`src/rtl/stump_mem_arbiter_pkg.sv`:
```
// rtl/stump_mem_arbiter_pkg.sv - shared types and constants for the Stump memory arbiter
package stump_mem_arbiter_pkg;

    localparam int ADDR_W = 16;
    localparam int DATA_W = 16;
    localparam int CNT_W  = 3;

    // Arbiter FSM encoding
    typedef enum logic {
        ARB_IDLE   = 1'b0,
        ARB_ACCESS = 1'b1
    } arb_state_t;

    // Owner encoding: which requester holds (or last held) the memory
    localparam logic OWN_CPU = 1'b0;
    localparam logic OWN_DMA = 1'b1;

endpackage

```
`src/rtl/stump_mem_arbiter_if.sv`:
```
// rtl/stump_mem_arbiter_if.sv - core, DMA and memory bus bundle for the Stump memory arbiter
interface stump_mem_arbiter_if;
    import stump_mem_arbiter_pkg::*;

    // Core side
    logic              cpu_req;
    logic              cpu_wen;
    logic [ADDR_W-1:0] cpu_addr;
    logic [DATA_W-1:0] cpu_wdata;
    logic [DATA_W-1:0] cpu_rdata;
    logic              cpu_done;
    logic              cpu_stall;

    // DMA / debug side
    logic              dma_req;
    logic              dma_wen;
    logic [ADDR_W-1:0] dma_addr;
    logic [DATA_W-1:0] dma_wdata;
    logic [DATA_W-1:0] dma_rdata;
    logic              dma_done;

    // Memory side
    logic [ADDR_W-1:0] mem_addr;
    logic [DATA_W-1:0] mem_wdata;
    logic              mem_ren;
    logic              mem_wen;
    logic [DATA_W-1:0] mem_rdata;

    logic              owner;

    // Arbiter view
    modport slave (
        input  cpu_req, cpu_wen, cpu_addr, cpu_wdata,
        output cpu_rdata, cpu_done, cpu_stall,
        input  dma_req, dma_wen, dma_addr, dma_wdata,
        output dma_rdata, dma_done,
        output mem_addr, mem_wdata, mem_ren, mem_wen,
        input  mem_rdata,
        output owner
    );

    // Requester / memory-model view
    modport master (
        output cpu_req, cpu_wen, cpu_addr, cpu_wdata,
        input  cpu_rdata, cpu_done, cpu_stall,
        output dma_req, dma_wen, dma_addr, dma_wdata,
        input  dma_rdata, dma_done,
        input  mem_addr, mem_wdata, mem_ren, mem_wen,
        output mem_rdata,
        input  owner
    );

endinterface

```
`src/rtl/stump_rr_pick.sv`:
```
// rtl/stump_rr_pick.sv - combinational two-way round-robin pick
module stump_rr_pick (
    input  logic i_req_a,
    input  logic i_req_b,
    input  logic i_last,
    output logic o_grant_valid,
    output logic o_grant_id
);

    // A lone requester wins outright; on a tie the side that did not go last wins
    always_comb begin
        o_grant_valid = i_req_a | i_req_b;
        if (i_req_a && i_req_b) begin
            o_grant_id = ~i_last;
        end else begin
            o_grant_id = i_req_b;
        end
    end

endmodule

```
`src/rtl/stump_mem_arbiter.sv`:
```
// rtl/stump_mem_arbiter.sv - serialises core and DMA accesses onto the single-ported Stump memory
module stump_mem_arbiter
    import stump_mem_arbiter_pkg::*;
#(
    parameter int WAIT_STATES = 0
) (
    input  logic                clk,
    input  logic                rst_n,
    stump_mem_arbiter_if.slave  bus
);

    localparam logic [CNT_W-1:0] WS_LOAD = CNT_W'(WAIT_STATES);

    arb_state_t        r_state;
    logic [CNT_W-1:0]  r_cnt;
    logic              r_owner;
    logic [ADDR_W-1:0] r_mem_addr;
    logic [DATA_W-1:0] r_mem_wdata;
    logic              r_mem_ren;
    logic              r_mem_wen;
    logic              r_cpu_done;
    logic              r_dma_done;
    logic [DATA_W-1:0] r_cpu_rdata;
    logic [DATA_W-1:0] r_dma_rdata;

    logic              w_elig_cpu;
    logic              w_elig_dma;
    logic              w_grant_valid;
    logic              w_grant_id;
    logic              w_req_wen;
    logic [ADDR_W-1:0] w_req_addr;
    logic [DATA_W-1:0] w_req_wdata;

    // A side that completes this cycle sits out one arbitration so the other can get in
    assign w_elig_cpu = bus.cpu_req & ~r_cpu_done;
    assign w_elig_dma = bus.dma_req & ~r_dma_done;

    stump_rr_pick u_pick (
        .i_req_a       (w_elig_cpu),
        .i_req_b       (w_elig_dma),
        .i_last        (r_owner),
        .o_grant_valid (w_grant_valid),
        .o_grant_id    (w_grant_id)
    );

    // Request fields of whichever side the picker chose
    always_comb begin
        w_req_wen   = bus.cpu_wen;
        w_req_addr  = bus.cpu_addr;
        w_req_wdata = bus.cpu_wdata;
        if (w_grant_id == OWN_DMA) begin
            w_req_wen   = bus.dma_wen;
            w_req_addr  = bus.dma_addr;
            w_req_wdata = bus.dma_wdata;
        end
    end

    // Arbitration FSM: grant in IDLE, hold the bus for WAIT_STATES+1 cycles, then pulse done
    always_ff @(posedge clk or negedge rst_n) begin
        if (!rst_n) begin
            r_state     <= ARB_IDLE;
            r_cnt       <= '0;
            r_owner     <= OWN_DMA;
            r_mem_addr  <= '0;
            r_mem_wdata <= '0;
            r_mem_ren   <= 1'b0;
            r_mem_wen   <= 1'b0;
            r_cpu_done  <= 1'b0;
            r_dma_done  <= 1'b0;
            r_cpu_rdata <= '0;
            r_dma_rdata <= '0;
        end else begin
            r_cpu_done <= 1'b0;
            r_dma_done <= 1'b0;
            case (r_state)
                ARB_IDLE: begin
                    if (w_grant_valid) begin
                        r_owner     <= w_grant_id;
                        r_mem_addr  <= w_req_addr;
                        r_mem_wdata <= w_req_wdata;
                        r_mem_ren   <= ~w_req_wen;
                        r_mem_wen   <= w_req_wen;
                        r_cnt       <= WS_LOAD;
                        r_state     <= ARB_ACCESS;
                    end
                end
                ARB_ACCESS: begin
                    if (r_cnt != '0) begin
                        r_cnt <= r_cnt - 1'b1;
                    end else begin
                        if (r_owner == OWN_CPU) begin
                            r_cpu_done <= 1'b1;
                            if (r_mem_ren) begin
                                r_cpu_rdata <= bus.mem_rdata;
                            end
                        end else begin
                            r_dma_done <= 1'b1;
                            if (r_mem_ren) begin
                                r_dma_rdata <= bus.mem_rdata;
                            end
                        end
                        r_mem_ren <= 1'b0;
                        r_mem_wen <= 1'b0;
                        r_state   <= ARB_IDLE;
                    end
                end
                default: begin
                    r_state <= ARB_IDLE;
                end
            endcase
        end
    end

    assign bus.mem_addr  = r_mem_addr;
    assign bus.mem_wdata = r_mem_wdata;
    assign bus.mem_ren   = r_mem_ren;
    assign bus.mem_wen   = r_mem_wen;
    assign bus.cpu_done  = r_cpu_done;
    assign bus.dma_done  = r_dma_done;
    assign bus.cpu_rdata = r_cpu_rdata;
    assign bus.dma_rdata = r_dma_rdata;
    assign bus.owner     = r_owner;
    assign bus.cpu_stall = bus.cpu_req & ~r_cpu_done;

endmodule

```
`src/flat_wrapper.sv`:
```
// flat-port wrapper written by rule: the top's interface ports become plain ports
module stump_mem_arbiter_flat import stump_mem_arbiter_pkg::*;
#(
    parameter int WAIT_STATES = 0
)
  (clk, rst_n, bus_cpu_req, bus_cpu_wen, bus_cpu_addr, bus_cpu_wdata, bus_cpu_rdata, bus_cpu_done, bus_cpu_stall, bus_dma_req, bus_dma_wen, bus_dma_addr, bus_dma_wdata, bus_dma_rdata, bus_dma_done, bus_mem_addr, bus_mem_wdata, bus_mem_ren, bus_mem_wen, bus_mem_rdata, bus_owner);
  stump_mem_arbiter_if bus_i ();
  input  logic clk;
  input  logic rst_n;
  input wire logic [$bits(bus_i.cpu_req)-1:0] bus_cpu_req;
  input wire logic [$bits(bus_i.cpu_wen)-1:0] bus_cpu_wen;
  input wire logic [$bits(bus_i.cpu_addr)-1:0] bus_cpu_addr;
  input wire logic [$bits(bus_i.cpu_wdata)-1:0] bus_cpu_wdata;
  output wire logic [$bits(bus_i.cpu_rdata)-1:0] bus_cpu_rdata;
  output wire logic [$bits(bus_i.cpu_done)-1:0] bus_cpu_done;
  output wire logic [$bits(bus_i.cpu_stall)-1:0] bus_cpu_stall;
  input wire logic [$bits(bus_i.dma_req)-1:0] bus_dma_req;
  input wire logic [$bits(bus_i.dma_wen)-1:0] bus_dma_wen;
  input wire logic [$bits(bus_i.dma_addr)-1:0] bus_dma_addr;
  input wire logic [$bits(bus_i.dma_wdata)-1:0] bus_dma_wdata;
  output wire logic [$bits(bus_i.dma_rdata)-1:0] bus_dma_rdata;
  output wire logic [$bits(bus_i.dma_done)-1:0] bus_dma_done;
  output wire logic [$bits(bus_i.mem_addr)-1:0] bus_mem_addr;
  output wire logic [$bits(bus_i.mem_wdata)-1:0] bus_mem_wdata;
  output wire logic [$bits(bus_i.mem_ren)-1:0] bus_mem_ren;
  output wire logic [$bits(bus_i.mem_wen)-1:0] bus_mem_wen;
  input wire logic [$bits(bus_i.mem_rdata)-1:0] bus_mem_rdata;
  output wire logic [$bits(bus_i.owner)-1:0] bus_owner;
  assign bus_i.cpu_req = bus_cpu_req;
  assign bus_i.cpu_wen = bus_cpu_wen;
  assign bus_i.cpu_addr = bus_cpu_addr;
  assign bus_i.cpu_wdata = bus_cpu_wdata;
  assign bus_cpu_rdata = bus_i.cpu_rdata;
  assign bus_cpu_done = bus_i.cpu_done;
  assign bus_cpu_stall = bus_i.cpu_stall;
  assign bus_i.dma_req = bus_dma_req;
  assign bus_i.dma_wen = bus_dma_wen;
  assign bus_i.dma_addr = bus_dma_addr;
  assign bus_i.dma_wdata = bus_dma_wdata;
  assign bus_dma_rdata = bus_i.dma_rdata;
  assign bus_dma_done = bus_i.dma_done;
  assign bus_mem_addr = bus_i.mem_addr;
  assign bus_mem_wdata = bus_i.mem_wdata;
  assign bus_mem_ren = bus_i.mem_ren;
  assign bus_mem_wen = bus_i.mem_wen;
  assign bus_i.mem_rdata = bus_mem_rdata;
  assign bus_owner = bus_i.owner;
  stump_mem_arbiter #(.WAIT_STATES(WAIT_STATES)) u_core (.clk(clk), .rst_n(rst_n), .bus(bus_i));
endmodule
```
`config.mk`:
```
export PLATFORM = sky130hd
export DESIGN_NAME = stump_mem_arbiter_flat
export DESIGN_NICKNAME = d
export VERILOG_FILES = /design/src/rtl/stump_mem_arbiter_pkg.sv /design/src/rtl/stump_mem_arbiter_if.sv /design/src/rtl/stump_rr_pick.sv /design/src/rtl/stump_mem_arbiter.sv /design/src/flat_wrapper.sv
export SDC_FILE = /design/constraint.sdc
export NUM_CORES = 1
export LEC_CHECK = 0
export BUFFER_PORTS_ARGS = -buffer_cell sky130_fd_sc_hd__buf_2
export CORE_AREA = 2 2 95 97
export CTS_CLUSTER_SIZE = 14
export DETAILED_ROUTE_END_ITERATION = 7
export DIE_AREA = 0 0 97 99
export PLACE_DENSITY = 0.73
export SYNTH_ARGS = -nofsm -noshare
export SYNTH_HDL_FRONTEND = slang
export SYNTH_HIERARCHICAL = 1
export SYNTH_SLANG_ARGS = --single-unit
```
`constraint.sdc`:
```
create_clock -name clk -period 3.05 [get_ports clk]
set_input_delay 0.7625 -clock clk [delete_from_list [all_inputs] [get_ports clk]]
set_output_delay 0.7625 -clock clk [all_outputs]
set_load 0.01 [all_outputs]
```
==> impl_metrics.ini <==
[outcome]
status = completed

[critical_path]
crit_required_ps = 3270
cp_slowest_stage_delay_ps = 740
end_kind = flip-flop
rr_worst_depth = 5
crit_cells = 5
worstPathMaxFanout = 16
crit_slowest_cell = nor3b_4
reg2reg_slack_ps = 910
crit_type = reg2reg
path_cells = inv_1 -> ha_1 -> nand3b_2 -> nor3b_4 -> mux2_2
crit_family = simple AND/OR/NAND/NOR gates
regToRegEndpoint = u_core/bus.cpu_rdata[5]
path_buf_inv = 1
regToRegStartpoint = u_core/r_cnt[0]
cp-start-kind = flip-flop
crit_arrival_ps = 2360

[sta]
final.min_clock_period_ps = 2140
hold_violations = 0
worst_pin_slew_ps = 863
setup_viol = 0
slew_viol_final = 0
fmax_mhz = 467
final.setup_skew_ps = 13.4
rsz0062_at_grt = false
post-route-period-util = 0.701
slew_headroom = 0.425
fin_setup_tns_ps = 0

[pwr]
power.leakage_nw = 2.20
power.density_nw_per_um2 = 1020
peakVddDrop_v = 0.000340

[synthesis]
ys_ff_latch = 73
synth_area_um2 = 3110
syn-instance-count = 246
yosysSeqAreaShare = 0.587
yosys.cell_types.count = 26
syn-num-nets = 334
yosysWarnings = 6
syn_area_per_cell_um2 = 12.7

[clock_tree]
postCtsHoldBufs = 0
post_cts_buffers = 0
clkSinkCount = 73
path_clk_slew_ps = 80
root_buffer = clkbuf_8
cts_tree = built
h-tree-depth = 3
numCtsBuffers = 9
worstSkewPairLatency_ps = 340
cts_buffer_depth = 2
cts.repair.resized = 0

[layout]
fin_util = 0.498
final_common_cell = buf_2
drive_above_1_share = 0.527
num_antenna_cells = 0
mostFrequentLayoutCells = 154 x buf_2, 72 x dfrtp_1, 35 x mux2i_1
final_net_count = 489
area_growth_pct = 36.7

[placed_design]
port_buffers = 155
dpl.hpwl_mm = 5.00
gp_congestion = 0.730

[detailed_routing]
wl_mm = 6.55
viasPerCell = 4.62
drt-initial-drc-count = 55
dr.pass1.iters = 4
drt-wirelength-per-cell_um = 12.7
vias = 2376
drc = 0
ant_nets = 0

[global_routing]
grt_max_degree = 74
grt_pass1_vias = 2405
antenna_found_initial = 0
track_usage = 0.146
grt_first_pass_wirelength_mm = 11.3
grt_overflow_total = 0

[floorplan]
core_area_um2 = 8550
die_w_um = 97
die_h_um = 99
start_util = 0.364
die_area_um2 = 9600
ios = 156
rows = 34

[hold_path]
whs_path_depth = 2
hp-start = u_core/bus.mem_addr[1]
min_to = u_core/bus.mem_addr[1]
hp-class = reg2reg

[job]
cap_violations = 0
## how the worst max path moves through the flow
stage | startpoint | to | slack (ps)
finish | u_core/r_cnt[0] | u_core/bus.cpu_rdata[5] | 910
global route | u_core/r_cnt[0] | u_core/bus.cpu_rdata[14] | 720
CTS | u_core/r_cnt[0] | u_core/bus.cpu_rdata[5] | 890
detailed placement | bus_cpu_req | u_core/bus.mem_wen | 870
global placement | bus_cpu_req | u_core/bus.mem_wen | 880
floorplan | bus_cpu_req | u_core/bus.mem_addr[0] | 1160
## synthesized netlist by cell type, drive strengths merged
cell	number	area, um2
a31o	1	8.76
ha	2	25.0
nand3b	1	11.3
clkbuf	3	11.3
a22o	1	8.76
dfrtp	72	1800
nor2b	4	25.0
o21ai	33	165
buf	10	62.6
dfstp	1	26.3
nand3	2	22.5
nor3b	1	18.8
nor3	1	5.00
mux2	33	372
and3b	1	10.0
and2	1	6.26
mux2i	35	350
a211oi	1	7.51
nand2	32	120
nor2	4	15.0
or2	1	6.26
a21boi	1	7.51
inv	2	7.51
nand2b	3	18.8
## report_power, final
group / total (W) / leakage (nW) / switching, W / internal [W]
combinational: 0.00172 / 1.19 / 0.000883 / 0.000833
clock: 0.000919 / 0.127 / 0.000351 / 0.000568
sequential: 0.00171 / 0.888 / 0.000260 / 0.00145
total: 0.00434 / 2.20 / 0.00149 / 0.00285
## routing by layer
metal / up-vias / global-route usage / part of all wire
li1: 1160 / - / -
met1: 1087 / 0.186 / 0.45
met2: 119 / 0.236 / 0.45
met3: 10 / 0.0383 / 0.089
met4: 0 / 0.0618 / 0.013
met5: - / 0 / 0
## flip-flops by register name (all words and copies together) (netlist names)
signal	flops
u_core/bus.mem_wdata	16
u_core/bus.cpu_rdata	16
u_core/bus.mem_addr	16
u_core/r_cnt	3
u_core/bus.cpu_done	1
u_core/bus.dma_rdata	16
u_core/bus.owner	1
u_core/bus.mem_ren	1
u_core/r_state	1
u_core/bus.dma_done	1
u_core/bus.mem_wen	1
## per-stage QoR
stage	instances	area [um2]	power [W]	worst slack, ps	hold slack [ps]
2_1_floorplan	246	3110	0.00275	1160	467
4_1_cts	514	4260	0.00441	895	482
6_report	514	4260	0.00434	910	477
5_1_grt	514	4260	0.00467	721	500
3_3_place_gp	498	4010	0.00342	879	460
3_5_place_dp	498	4010	0.00348	866	465
## layout make-up
cell class	count	area, um2
inverters	2	7.51
fillers	737	4290
well taps	108	135
multi-input cells	158	1220
clock inverters	6	113
clock buffers	10	138
repair buffers	157	818
flip-flops and latches	73	1830
## worst reg2reg max path: stages (launching register included)
cell and delay [ps]:
dfrtp_1 370, inv_1 110, ha_1 230, nand3b_2 150, nor3b_4 740, mux2_2 420
## cells by family after synthesis
logic type      after synthesis  share of synthesized area
buf+inv                      15                     0.0261
fa+ha+maj                     2                    0.00804
simple gates                 51                     0.0832
mux                          68                      0.232
compound gates               37                     0.0635
flops                        73                      0.587
(Power assumes the default switching activity.)
